## config.mk

```make
export PLATFORM = sky130hd
export DESIGN_NAME = mux_pipeline
export DESIGN_NICKNAME = d
export VERILOG_FILES = /design/src/rtl/mux_pipeline.sv
export SDC_FILE = /design/constraint.sdc
export NUM_CORES = 1
export LEC_CHECK = 0
export CELL_PAD_IN_SITES_DETAIL_PLACEMENT = 0
export CELL_PAD_IN_SITES_GLOBAL_PLACEMENT = 1
export CORE_MARGIN = 3
export CORE_UTILIZATION = 36
export CTS_BUF_LIST = sky130_fd_sc_hd__clkbuf_4 sky130_fd_sc_hd__clkbuf_8
export DETAILED_ROUTE_END_ITERATION = 7
export PLACE_DENSITY = 0.86
export SETUP_SLACK_MARGIN = 0.2
export SYNTH_ARGS = -nofsm -noshare
export SYNTH_HDL_FRONTEND = slang
export SYNTH_SLANG_ARGS = --single-unit
```

## constraint.sdc

```tcl
create_clock -name clk -period 2.9 [get_ports clk]
set_clock_uncertainty 0.15 [all_clocks]
set_input_delay 0.58 -clock clk [delete_from_list [all_inputs] [get_ports clk]]
set_output_delay 0.58 -clock clk [all_outputs]
set_load 0.05 [all_outputs]
```

## src/rtl/mux_pipeline.sv

```systemverilog
// N-way registered datapath multiplexer with valid/ready on both sides.
// A 2-entry skid buffer keeps full throughput; out-of-range selects are flagged and counted.
module mux_pipeline #(
    parameter int unsigned WIDTH = 32,
    parameter int unsigned N_IN  = 4,
    parameter int unsigned SEL_W = 2
) (
    input  logic                    clk,
    input  logic                    reset_n,
    input  logic [N_IN*WIDTH-1:0]   in_data,
    input  logic [SEL_W-1:0]        in_sel,
    input  logic                    in_valid,
    output logic                    in_ready,
    output logic [WIDTH-1:0]        out_data,
    output logic [SEL_W-1:0]        out_sel,
    output logic                    out_err,
    output logic                    out_valid,
    input  logic                    out_ready,
    output logic [7:0]              err_cnt
);

    localparam int unsigned CNT_W = 8;
    localparam logic [CNT_W-1:0] CNT_MAX = '1;

    typedef struct packed {
        logic             err;
        logic [SEL_W-1:0] sel;
        logic [WIDTH-1:0] data;
    } entry_t;

    typedef enum logic [1:0] {
        EMPTY = 2'd0,
        ONE   = 2'd1,
        FULL  = 2'd2
    } state_t;

    state_t           state_q, state_d;
    entry_t           head_q, head_d, tail_q, tail_d, new_entry;
    logic [CNT_W-1:0] err_cnt_q, err_cnt_d;
    logic             ready_q, valid_q;
    logic             push, pop;

    assign push = in_valid & ready_q;
    assign pop  = valid_q & out_ready;

    // Channel select; out-of-range selects store zero data with the error flag set.
    always_comb begin
        new_entry      = '0;
        new_entry.sel  = in_sel;
        new_entry.err  = (32'(in_sel) >= N_IN);
        for (int unsigned i = 0; i < N_IN; i++) begin
            if (in_sel == SEL_W'(i)) begin
                new_entry.data = in_data[i*WIDTH +: WIDTH];
            end
        end
    end

    // Occupancy FSM and buffer steering.
    always_comb begin
        state_d   = state_q;
        head_d    = head_q;
        tail_d    = tail_q;
        err_cnt_d = err_cnt_q;
        unique case (state_q)
            EMPTY: begin
                if (push) begin
                    head_d  = new_entry;
                    state_d = ONE;
                end
            end
            ONE: begin
                if (push && pop) begin
                    head_d = new_entry;
                end else if (push) begin
                    tail_d  = new_entry;
                    state_d = FULL;
                end else if (pop) begin
                    state_d = EMPTY;
                end
            end
            FULL: begin
                if (pop) begin
                    head_d  = tail_q;
                    state_d = ONE;
                end
            end
            default: state_d = EMPTY;
        endcase
        if (push && new_entry.err && (err_cnt_q != CNT_MAX)) begin
            err_cnt_d = err_cnt_q + CNT_W'(1);
        end
    end

    // Handshake flags are registered alongside the state they decode.
    always_ff @(posedge clk or negedge reset_n) begin
        if (!reset_n) begin
            state_q   <= EMPTY;
            head_q    <= '0;
            tail_q    <= '0;
            err_cnt_q <= '0;
            ready_q   <= 1'b1;
            valid_q   <= 1'b0;
        end else begin
            state_q   <= state_d;
            head_q    <= head_d;
            tail_q    <= tail_d;
            err_cnt_q <= err_cnt_d;
            ready_q   <= (state_d != FULL);
            valid_q   <= (state_d != EMPTY);
        end
    end

    assign in_ready  = ready_q;
    assign out_valid = valid_q;
    assign out_data  = head_q.data;
    assign out_sel   = head_q.sel;
    assign out_err   = head_q.err;
    assign err_cnt   = err_cnt_q;

endmodule
```

==> key figures <==
Outcome
  – Outcome: finished clean

Clocking
  – Clk pin slew, worst setup/hold paths: 0.08 ns
  – CTS tree: built
  – CTS sink cnt: 72
  – CTS Buffer Depth: 2
  – CTS H-Tree Depth: 3
  – Clk Latency, worst-skew pair: 0.34 ns
  – Hold_buf cts: 0
  – CTS Buf Count: 9
  – Post_cts resized: 0
  – Clock root buffer: clkbuf_8
  – Post-CTS Setup Repair Bufs: 0

Routing
  – WL/cell: 15.4 µm
  – Vias: 3914
  – Pre-Repair DR Iteration Count: 5
  – Post-route ant nets: 0
  – Vias per cell: 4.99
  – Drt drc: 0
  – First DRT Iteration DRCs: 125
  – WL final: 12100 µm

Floorplanning
  – Die height: 119 µm
  – Core Footprint: 12200 µm²
  – Die width: 119 µm
  – Die Area: 14100 µm²
  – Standard-cell rows: 40
  – I/O pins: around 180
  – Initial Utilization: 37.5%

Timing
  – Final Hold Fails: 0
  – F_max: 0.415 GHz
  – Slew @ Worst Pin: 0.919 ns
  – Period utilisation layout: 83.1%
  – Post-route setup TNS: 0 ns
  – Relative slew slack: 38.7%
  – Fin crit period: approximately 2.4 ns
  – Final setup violation count: 0
  – RSZ-0062 raised after global routing: false
  – Max-slew violations: 0

Worst setup path
  – CP required: about 2.2 ns
  – Reg2reg start: state_q[1]$_DFF_PN0_
  – Slowest stage delay, CP: roughly 0.8 ns
  – Startpoint types: flop
  – Crit path max-delay cell type: clkdlybuf4s50_1
  – Top fanout value on the critical path: 3
  – Bufs and invs on worst path: 1
  – Crit-path cells: clkdlybuf4s50_1
  – Cell family with most CP delay: buffers and inverters
  – Critical Path End Type: output port
  – CP arrival: approximately 1.7 ns
  – Worst Setup SP: in_ready$_DFF_PN1_
  – WS Path Type: reg -> out

Global route
  – Congestion Overflow GR: 0
  – Initial antenna violation count: 0
  – GR peak layer: met2
  – Largest net degree at the start of global routing: 73
  – Vias in the first global route: 4057
  – Global-route track usage on met1: 21.8%
  – GR Layer Usage met3: roughly 4.6%
  – First-pass GRT wire length: 19900 µm
  – GR Util met2: 29.2%
  – Total GRT Usage: roughly 17%

Logic synthesis
  – Sequential share of the synthesized area: around two fifths
  – FF+latch count, synth: just over 70
  – Synth Area in Compound Gates: between 10 and 15%
  – Post-Syn Area: around 4600 µm²
  – Number of synthesized flops with an enable pin: 0
  – Yosys warns: 0
  – Yosys top cell area share: about two fifths
  – Xor/xnor share of the synthesized area: 0%
  – Most frequent cell after synthesis: dfrtp_1
  – Largest cells by area after synthesis: dfrtp_1, mux2_4, mux2i_1, mux2_2, nor2_1
  – Adder and majority gate portion of the synthesized area: 0%
  – Synth Area per Inst: 10.0 µm²
  – Yosys cell types: 32
  – Cell taking the most area after synthesis: dfrtp_1
  – Mux cell area share after synthesis: 27.8%
  – Post-Syn Instances: 456
  – Main flop type after synthesis: dfrtp_1
  – Simple-Gate Fraction of Synth Area: 13.3%
  – Largest family of logic cells by synthesized area: multiplexers
  – Commonest cells in the synthesized netlist: dfrtp_1, nor2_1, mux2i_1
  – Async SR Flop Fraction: 100%

Power
  – Net Sw Frac: 41.7%
  – Peak VDD IR: 555 µV
  – Leakage: 2.84 nW
  – Pwr/cell area: 891 nW/µm²
  – Clock share of power: ~16%
  – Flop pwr share: between 30% and 40%
  – P_int: roughly 0.0034 W
  – Psw: 0.00245 W
  – Comb pwr share: 54.1%

Final layout
  – Final core utilization: 53.9%
  – Final nets: 745
  – Fill cell count: approximately 1100
  – Layout cells sized above 1: 14.8%
  – Antenna cells: 0
  – Synth-to-layout area growth: 43.8%

Run
  – Number of max-cap violations: 0

Placed design
  – Routability cong.: a little under 0.8
  – Buffers on Ports: 169
  – Dpl hpwl: 8840 µm

Hold path
  – Hold Crit Class: in -> async
## kinds of logic (layout without fill, tap and decap cells)
family / count (synthesis) / count (layout)
and+or+nand+nor: 129 / 129
muxes: 108 / 108
AOI/OAI and AO/OA: 96 / 96
DFF: 72 / 72
buffers and inverters: 50 / 202
other: 1 / 9
## metrics by stage
step,std cells,hold slack (ns),worst slack (ns),total power [W],instance area [µm²]
6_report,784,0.215,0.490,0.00587,6580
5_1_grt,784,0.272,0.434,0.00621,6580
4_1_cts,784,0.251,0.469,0.00592,6580
3_5_place_dp,768,0.326,0.450,0.00499,6360
3_3_place_gp,768,0.313,0.469,0.00491,6360
2_1_floorplan,464,0.134,0.959,0.00398,4610
## registers in the layout, indices dropped and copies added (netlist names)
name       cells
state_q        2
in_ready       1
tail_q        34
out_sel        2
out_valid      1
out_data      32
## worst paths after layout
check | slack (ns) | end | depth (start not counted)
setup reg to reg | 0.71 | out_data[29]$_DFFE_PN0P_ | 6
hold / removal | 0.22 | out_data[4]$_DFFE_PN0P_ | 1
hold reg to reg | 0.34 | tail_q[11]$_DFFE_PN0P_ | 2
max in group asynchronous | 1.78 | tail_q[15]$_DFFE_PN0P_ | 1
setup / recovery | 0.49 | in_ready | 1
min in group clk | 0.34 | tail_q[11]$_DFFE_PN0P_ | 2
## cell usage in the layout (no fill, tap or decap), types with 2 or more instances in the layout
master,synthesis,layout
a211oi_1,28,28
a21oi_1,29,29
a221oi_1,4,4
buf_12,0,2
buf_4,11,15
bufinv_16,0,2
clkbuf_4,0,3
clkbuf_8,0,10
clkdlybuf4s50_1,0,166
conb_1,1,9
dfrtp_1,71,71
inv_1,2,2
mux2_1,17,17
mux2_2,21,21
mux2_4,29,29
mux2i_1,41,41
nand2_1,34,34
nor2_1,60,60
nor3b_1,28,28
o21ai_0,12,12
o21ai_1,18,18
## power by group through the flow
stage	Clock (W)	Combinational, W	Sequential [W]
floorplan	0	0.00137	0.00262
global placement	0	0.00313	0.00178
detailed placement	0	0.00320	0.00179
CTS	0.000941	0.00321	0.00177
global route	0.000987	0.00338	0.00184
finish	0.000916	0.00318	0.00178
## per-layer routing
metal / vias to the layer above / routed length, µm / share of wire, %
met5: - / 0 / 0
met4: 0 / 100 / 0.83
met3: 8 / 781 / 6.5
met2: 125 / 5910 / 49
met1: 1870 / 5280 / 44
li1: 1911 / - / -
## final cells by class
class / instances / area [µm²] / area share (%)
repair buffers: 184 / 1820 / 27.6
inverters: 2 / 7.51 / 0.114
clock inverters: 3 / 65.1 / 0.988
flip-flops and latches: 72 / 1800 / 27.4
multi-input cells: 342 / 2520 / 38.3
well taps: 168 / 210 / 3.19
clock buffers: 13 / 160 / 2.43
(Power assumes the default switching activity.)
